--- config.mk ---
export PLATFORM = sky130hd
export DESIGN_NAME = serial_frame_tx
export DESIGN_NICKNAME = d
export VERILOG_FILES = /design/src/rtl/serial_frame_tx.sv
export SDC_FILE = /design/constraint.sdc
export NUM_CORES = 1
export LEC_CHECK = 0
export CORE_UTILIZATION = 53
export DETAILED_ROUTE_END_ITERATION = 8
export GPL_TIMING_DRIVEN = 1
export HOLD_SLACK_MARGIN = 0.03
export PLACE_DENSITY = 0.77
export SYNTH_ARGS = -nofsm -noshare
export SYNTH_HDL_FRONTEND = slang
export SYNTH_SLANG_ARGS = --single-unit
--- constraint.sdc ---
create_clock -name clk -period 1.95 [get_ports clk]
set_input_delay 0.2925 -clock clk [delete_from_list [all_inputs] [get_ports clk]]
set_output_delay 0.2925 -clock clk [all_outputs]
set_load 0.03 [all_outputs]
--- src/rtl/serial_frame_tx.sv ---
// Moore serial frame transmitter: idle-high line, start 0, LSB-first data, optional even parity, stop bit(s) 1.
// Define SERIAL_FRAME_TX_PARITY_EN to insert one even-parity bit after the data bits.
module serial_frame_tx #(
    parameter int DATA_W     = 8,
    parameter int BIT_CYCLES = 4,
    parameter int STOP_BITS  = 1
) (
    input  logic              clk,
    input  logic              rst,
    input  logic [DATA_W-1:0] tx_data,
    input  logic              tx_valid,
    output logic              tx_ready,
    output logic              tx_out,
    output logic              busy,
    output logic              done
);

    localparam int CYC_W = (BIT_CYCLES > 1) ? $clog2(BIT_CYCLES) : 1;
    localparam int BIT_W = $clog2(DATA_W + 1);

    generate
        if (DATA_W < 1 || BIT_CYCLES < 1 || (STOP_BITS != 1 && STOP_BITS != 2)) begin : g_param_check
            $error("serial_frame_tx: illegal parameters DATA_W=%0d BIT_CYCLES=%0d STOP_BITS=%0d",
                   DATA_W, BIT_CYCLES, STOP_BITS);
        end
    endgenerate

`ifdef SERIAL_FRAME_TX_PARITY_EN
    typedef enum logic [2:0] {S_IDLE, S_START, S_DATA, S_PARITY, S_STOP} state_t;
`else
    typedef enum logic [2:0] {S_IDLE, S_START, S_DATA, S_STOP} state_t;
`endif

    state_t              state_r, state_s;
    logic [CYC_W-1:0]    cyc_r, cyc_s;
    logic [BIT_W-1:0]    bit_r, bit_s;
    logic [DATA_W-1:0]   shift_r, shift_s;
    logic                tx_out_r, tx_out_s;
    logic                tx_ready_r;
    logic                busy_r;
    logic                done_r, done_s;
    logic                bit_end_s;
`ifdef SERIAL_FRAME_TX_PARITY_EN
    logic                parity_r, parity_s;
`endif

    assign bit_end_s = (cyc_r == CYC_W'(BIT_CYCLES - 1));
    assign tx_ready  = tx_ready_r;
    assign tx_out    = tx_out_r;
    assign busy      = busy_r;
    assign done      = done_r;

    // Next-state logic: frame sequencing, bit/cycle counting and the data shifter.
    always_comb begin
        state_s = state_r;
        cyc_s   = cyc_r;
        bit_s   = bit_r;
        shift_s = shift_r;
        done_s  = 1'b0;
`ifdef SERIAL_FRAME_TX_PARITY_EN
        parity_s = parity_r;
`endif
        case (state_r)
            S_IDLE: begin
                if (tx_valid && tx_ready_r) begin
                    state_s = S_START;
                    shift_s = tx_data;
                    cyc_s   = CYC_W'(0);
                    bit_s   = BIT_W'(0);
`ifdef SERIAL_FRAME_TX_PARITY_EN
                    parity_s = ^tx_data;
`endif
                end else begin
                    state_s = S_IDLE;
                end
            end
            S_START: begin
                if (bit_end_s) begin
                    state_s = S_DATA;
                    cyc_s   = CYC_W'(0);
                end else begin
                    cyc_s = cyc_r + CYC_W'(1);
                end
            end
            S_DATA: begin
                if (bit_end_s) begin
                    cyc_s = CYC_W'(0);
                    if (bit_r == BIT_W'(DATA_W - 1)) begin
                        bit_s = BIT_W'(0);
`ifdef SERIAL_FRAME_TX_PARITY_EN
                        state_s = S_PARITY;
`else
                        state_s = S_STOP;
`endif
                    end else begin
                        bit_s   = bit_r + BIT_W'(1);
                        shift_s = shift_r >> 1;
                    end
                end else begin
                    cyc_s = cyc_r + CYC_W'(1);
                end
            end
`ifdef SERIAL_FRAME_TX_PARITY_EN
            S_PARITY: begin
                if (bit_end_s) begin
                    state_s = S_STOP;
                    cyc_s   = CYC_W'(0);
                end else begin
                    cyc_s = cyc_r + CYC_W'(1);
                end
            end
`endif
            S_STOP: begin
                if (bit_end_s) begin
                    cyc_s = CYC_W'(0);
                    if (bit_r == BIT_W'(STOP_BITS - 1)) begin
                        bit_s   = BIT_W'(0);
                        state_s = S_IDLE;
                        done_s  = 1'b1;
                    end else begin
                        bit_s = bit_r + BIT_W'(1);
                    end
                end else begin
                    cyc_s = cyc_r + CYC_W'(1);
                end
            end
            default: begin
                state_s = S_IDLE;
                cyc_s   = CYC_W'(0);
                bit_s   = BIT_W'(0);
            end
        endcase
    end

    // Line level decoded from the upcoming state so the registered output lines up with it.
    always_comb begin
        tx_out_s = 1'b1;
        case (state_s)
            S_IDLE:   tx_out_s = 1'b1;
            S_START:  tx_out_s = 1'b0;
            S_DATA:   tx_out_s = shift_s[0];
`ifdef SERIAL_FRAME_TX_PARITY_EN
            S_PARITY: tx_out_s = parity_s;
`endif
            S_STOP:   tx_out_s = 1'b1;
            default:  tx_out_s = 1'b1;
        endcase
    end

    // State, counters and registered line outputs; reset aborts any frame at once.
    always_ff @(posedge clk or posedge rst) begin
        if (rst) begin
            state_r    <= S_IDLE;
            cyc_r      <= CYC_W'(0);
            bit_r      <= BIT_W'(0);
            shift_r    <= DATA_W'(0);
            tx_out_r   <= 1'b1;
            tx_ready_r <= 1'b1;
            busy_r     <= 1'b0;
            done_r     <= 1'b0;
`ifdef SERIAL_FRAME_TX_PARITY_EN
            parity_r   <= 1'b0;
`endif
        end else begin
            state_r    <= state_s;
            cyc_r      <= cyc_s;
            bit_r      <= bit_s;
            shift_r    <= shift_s;
            tx_out_r   <= tx_out_s;
            tx_ready_r <= (state_s == S_IDLE);
            busy_r     <= (state_s != S_IDLE);
            done_r     <= done_s;
`ifdef SERIAL_FRAME_TX_PARITY_EN
            parity_r   <= parity_s;
`endif
        end
    end

endmodule
==> results of run 1 <==
[layer usage]
metal / global-route usage / vias up / part of all wire
met4: 0.117 / 0 / 0.022
met5: 0 / - / 0
met2: 0.335 / 16 / 0.47
met3: 0.0340 / 5 / 0.021
li1: - / 435 / -
met1: 0.266 / 404 / 0.48
[power groups by stage]
stage	registers (mW)	logic, mW	clock network, mW
floorplan	0.534	0.0974	0
global placement	0.528	0.162	0
detailed placement	0.529	0.168	0
CTS	0.521	0.168	0.216
global route	0.528	0.186	0.235
finish	0.521	0.167	0.210
[cell usage in the layout (no fill, tap or decap), types with 2 or more instances in the layout]
cell	n
clkbuf_4	3
buf_4	5
o21ai_0	4
and3_2	2
dfrtp_1	19
nand2_1	14
dfstp_2	2
nor3b_1	2
clkdlybuf4s50_1	14
inv_1	7
nand4b_1	2
and2_1	2
ha_1	3
nor3_1	2
nor2_1	4
o41ai_1	2
a22oi_1	6
nand3_1	2
nand3b_1	3
a21oi_1	4
a22o_1	2
[cell type report]
type                       count  area (sq um)  share of cell area
clock buffer                   4          26.3              0.0198
multi-input combinational     76           532               0.402
timing repair buffer          19           178               0.134
tap                           27          33.8              0.0255
inverter                       7          26.3              0.0198
sequential                    21           528               0.399
[timing repair]
| action | 4_1_cts | 5_1_grt |
|---|---|---|
| resized for setup | 0 | 1 |
| endpoints found under the setup margin | 0 | 2 |
| endpoints found under the hold margin | 0 | 0 |
[cells by family after synthesis]
kind of cell / after synthesis / synth area share
flops: 21 / 0.473
other cells: 1 / 0.00336
buf+inv: 13 / 0.0561
mux: 1 / 0.0101
compound gates: 28 / 0.191
simple gates: 43 / 0.233
fa+ha+maj: 3 / 0.0336
[worst paths after layout]
kind / start / to / slack [ns]
max in group asynchronous: rst / done / 1.17
hold / removal: rst / shift_r[7] / 0.28
setup / recovery: bit_r[0] / tx_out / 0.1
min in group clk: shift_r[1] / shift_r[1] / 0.48
setup reg to reg: bit_r[0] / tx_out / 0.1
hold reg to reg: shift_r[1] / shift_r[1] / 0.48
[critical path, cell delays in order (launching register included)]
cell and delay (ns):
dfrtp_1 0.41, inv_1 0.08, ha_1 0.23, nor4bb_2 0.19, a311o_1 0.41, a2111oi_2 0.34
a211oi_1 0.12
[state kept, by name, summed over array words and instances (netlist names)]
signal / count
shift_r: 8
bit_r: 4
state_r: 3
cyc_r: 2
busy: 1
done: 1
tx_out: 1
tx_ready: 1
[metrics by stage]
step,hold slack (ns),setup WS (ns),power (mW),instances
final,0.280,0.0952,0.898,154
after global routing,0.331,0.0243,0.948,154
after CTS,0.293,0.101,0.905,154
after detailed placement,0.455,0.116,0.697,150
after global placement,0.453,0.183,0.690,150
after floorplan,0.268,0.296,0.632,110
==> run_results.csv, run 1 <==
group,metric,value,unit
status,outcome,"finished, final reports clean",
placed_design,io_buffers,14,
die,io_pins,15,
die,rows,16,
power_and_ir_drop,switching_share,0.272,
detailed_routing,via_per_inst,5.58,
sta,finalHoldViolations,0,
finish,nNetsFinal,142,
synth,yosys.area.top_type_share,0.426,
power_and_ir_drop,switching_power,0.244,mW
synth,synth_most_common_cell,"dfrtp_1",
power_and_ir_drop,seq_power_share,0.581,
grt,grt_pass1_vias,783,
cts,path_clk_slew,0.11,ns
die,die_area,0.00229,sq mm
synth,syn-num-nets,124,
detailed_routing,wl_per_cell,13.6,um
cts,cts_buffers,3,
finish,fill_cells,178,
cts,cts_tree,"yes",
die,initial_core_util,0.569,
power_and_ir_drop,intPower,0.654,mW
die,coreArea,0.00196,sq mm
power_and_ir_drop,p_comb_frac,0.185,
sta,period_share,0.951,
detailed_routing,drt_wl_total,2100,um
worst_setup_path,cp_max_fo,4,
cts,cts_root_buf,"clkbuf_4",
grt,grt_use_total,0.209,
sta,fin_crit,1.85,ns
cts,cts_setup_buffers,0,
grt,antenna_found_initial,0,
power_and_ir_drop,power_density,678,mW/mm^2
worst_setup_path,cp-start-kind,"register",
power_and_ir_drop,power.share.clock,0.234,
synth,netlist.top_cell.by_area,"dfrtp_1",
hold_path,min_path_type,"primary input to asynchronous set/reset pin",
synth,synthCells,110,
synth,ys_seq_elements,21,
detailed_routing,dr_total_vias,860,
finish,fin_util,0.675,
cts,insertion_delay,0.31,ns
synth,ys_seq_area_frac,0.473,
finish,area_growth,18.6,%
flow_run,drv_cap,0,
detailed_routing,dr.pass1.iters,4,
detailed_routing,ant_nets,0,
finish,layout-drive-gt1-share,0.157,
synth,syn_avg_cell_area,10.1,sq um
die,die_h,47.9,um
cts,cts.sinks,21,
sta,tns,0,ns
detailed_routing,post-route-drc-count,0,
synth,ys_top_cells_by_area,"dfrtp_1 43%, dfstp_2 4.7%, nand2_1 4.7%, a22oi_1 4.0%, ha_1 3.4%",
synth,synth-async-reset-ratio,1.00,
die,die_x,47.9,um
worst_setup_path,crit_type,"register to register",
synth,yosys_warnings,0,
placed_design,dp_hpwl,1590,um
power_and_ir_drop,leakagePower,0.599,nW
power_and_ir_drop,ir_drop,0.380,mV
sta,setup_viol,0,
worst_setup_path,reg2reg_depth,6,
finish,design_area,0.00132,sq mm
placed_design,place_congestion,0.829,
cts,hold_buffers,0,
sta,drv_slew,0,
sta,finClkSkew,0.00275,ns
synth,netlist_area,0.00112,sq mm
sta,rsz0062_at_grt,"no",
cts,clock_path_buffers,2,
grt,grt_max_degree,14,
worst_setup_path,cp.arrival,2.09,ns
placed_design,placed_area,0.00129,sq mm
synth,yosys-top-cells-count,"19 x dfrtp_1, 14 x nand2_1, 7 x inv_1",
grt,overflow,0,
cts,htree_levels,1,
finish,antenna_cells,0,
synth,ys_types,45,
worst_setup_path,worstPathRequired,2.18,ns
worst_setup_path,end_kind,"register",
detailed_routing,drt_iter0_drc,9,
grt,grt_first_pass_wirelength,3270,um
synth,ys.flop_type,"dfrtp_1",
synth,synth_edf_count,0,
sta,fmax,539,MHz
No activity file was read; power rests on OpenSTA's default activity.
==> run 2: changes to the inputs <==
--- a/config.mk
+++ b/config.mk
@@ -10,6 +10,8 @@
 export GPL_TIMING_DRIVEN = 1
 export HOLD_SLACK_MARGIN = 0.03
 export PLACE_DENSITY = 0.77
+export REMOVE_ABC_BUFFERS = 1
+export SLEW_MARGIN = 5
 export SYNTH_ARGS = -nofsm -noshare
 export SYNTH_HDL_FRONTEND = slang
 export SYNTH_SLANG_ARGS = --single-unit
==> run 2 against run 1 <==
- first-iteration DRC count increased by 33%
- fmax increased by 2.1%
- non-clock buffer count decreased by 1
- hold slack improved by 0.025 ns
- sequential power about the same
- register-to-register slack improved by 0.04 ns
- wire length increased by 0.62%
==> run_results.csv, run 2 (synthesized netlist as in run 1, its figures left out) <==
group,metric,value,unit
cts,cts_root_buf,"clkbuf_4",
cts,path_clk_slew,0.11,ns
sta,finClkSkew,0.00582,ns
placed_design,io_buffers,14,
worst_setup_path,worstPathRequired,2.16,ns
flow_run,drv_cap,0,
detailed_routing,wl_per_cell,13.8,um
detailed_routing,post-route-drc-count,0,
finish,top_register,"shift_r",
worst_setup_path,r2r-start,"bit_r[0]",
power_and_ir_drop,power,0.887,mW
worst_setup_path,crit_type,"register to register",
cts,cts_buffers,3,
grt,overflow,0,
detailed_routing,drt_iter0_drc,12,
finish,layout-drive-gt1-share,0.143,
finish,layout_commonest_cell,"dfrtp_1",
sta,period_share,0.932,
die,rows,16,
cts,cts_resized,0,
sta,holdWs,0.306,ns
detailed_routing,ant_nets,0,
grt,grt_pass1_vias,792,
grt,grt_max_degree,22,
sta,tns,0,ns
die,die_area,0.00229,sq mm
worst_setup_path,cp_max_fo,4,
placed_design,pre_cts_ws,0.0441,ns
worst_setup_path,r2r_setup_slack,0.13,ns
cts,htree_levels,1,
finish,nNetsFinal,141,
detailed_routing,dr.pass1.iters,4,
cts,hold_buffers,0,
worst_setup_path,cp-start-kind,"register",
cts,cts_tree,"yes",
sta,fmax,550,MHz
finish,fill_cells,177,
grt,grt_use_total,0.216,
finish,final_cell_mix,"19 x dfrtp_1, 14 x nand2_1, 14 x clkdlybuf4s50_1",
power_and_ir_drop,ir_drop,0.540,mV
cts,cts.sinks,21,
finish,area_growth,17.4,%
die,die_x,47.9,um
detailed_routing,dr_total_vias,876,
power_and_ir_drop,power_density,677,mW/mm^2
cts,clock_path_buffers,2,
grt,antenna_found_initial,0,
sta,fin_crit,1.82,ns
die,die_h,47.9,um
grt,grt_first_pass_wirelength,3360,um
detailed_routing,via_per_inst,5.73,
die,initial_core_util,0.569,
sta,setup_viol,0,
cts,cts_setup_buffers,0,
finish,antenna_cells,0,
cts,insertion_delay,0.30,ns
hold_path,min_path_type,"primary input to asynchronous set/reset pin",
finish,fin_util,0.668,
worst_setup_path,reg2reg_depth,6,
worst_setup_path,end_kind,"register",
sta,drv_slew,0,
sta,finalHoldViolations,0,
worst_setup_path,cp.arrival,2.03,ns
finish,reg_top3,"shift_r x8, bit_r x4, state_r x3",
placed_design,dp_hpwl,1590,um
die,coreArea,0.00196,sq mm
power_and_ir_drop,leakagePower,0.592,nW
placed_design,place_congestion,0.769,
sta,rsz0062_at_grt,"no",
detailed_routing,drt_wl_total,2110,um
die,io_pins,15,
worst_setup_path,timing.rr.end,"tx_out",
status,outcome,"finished, final reports clean",
sta,fin_ws,0.133,ns
finish,largest_reg_flops,8,
run 2: through the flow:
stage	cell area, sq um	cells
after floorplan	1080	104
after global routing	1310	153
final	1310	153
after global placement	1280	149
after CTS	1310	153
after detailed placement	1280	149
run 2: power by group:
part	total (mW)	switching (mW)	internal [mW]
logic	0.158	0.0772	0.0810
registers	0.524	0.0349	0.489
clock network	0.205	0.125	0.0796
run 2: routing by layer:
layer / vias up / part of all wire / GRT usage
li1: 431 / - / -
met1: 428 / 0.45 / 0.284
met2: 13 / 0.51 / 0.357
met3: 4 / 0.027 / 0.0453
met4: 0 / 0.0081 / 0.0667
met5: - / 0 / 0
run 2: worst max-delay path, stage by stage (launching register included):
cell and delay [ns]:
dfrtp_1 0.41, inv_1 0.08, ha_1 0.23, nor4bb_1 0.15, a311o_1 0.41, a2111oi_2 0.33
a211oi_1 0.12
run 2: worst max path at each step:
stage / depth (start not counted) / end / slack (ns) / startpoint
final: 6 / tx_out / 0.13 / bit_r[0]
after global placement: 5 / tx_out / 0.16 / tx_valid
after detailed placement: 5 / tx_out / 0.04 / tx_valid
after floorplan: 6 / tx_out / 0.29 / bit_r[0]
after global routing: 6 / tx_out / 0.03 / bit_r[0]
after CTS: 6 / tx_out / 0.12 / bit_r[0]
run 2: cell type report:
class                   count  area [sq um]  share of cell area
repair buffers             18           170               0.130
clock buffers               4          26.3              0.0201
well taps                  27          33.8              0.0258
multi-input cells          76           526               0.401
inverters                   7          26.3              0.0201
flip-flops and latches     21           528               0.403
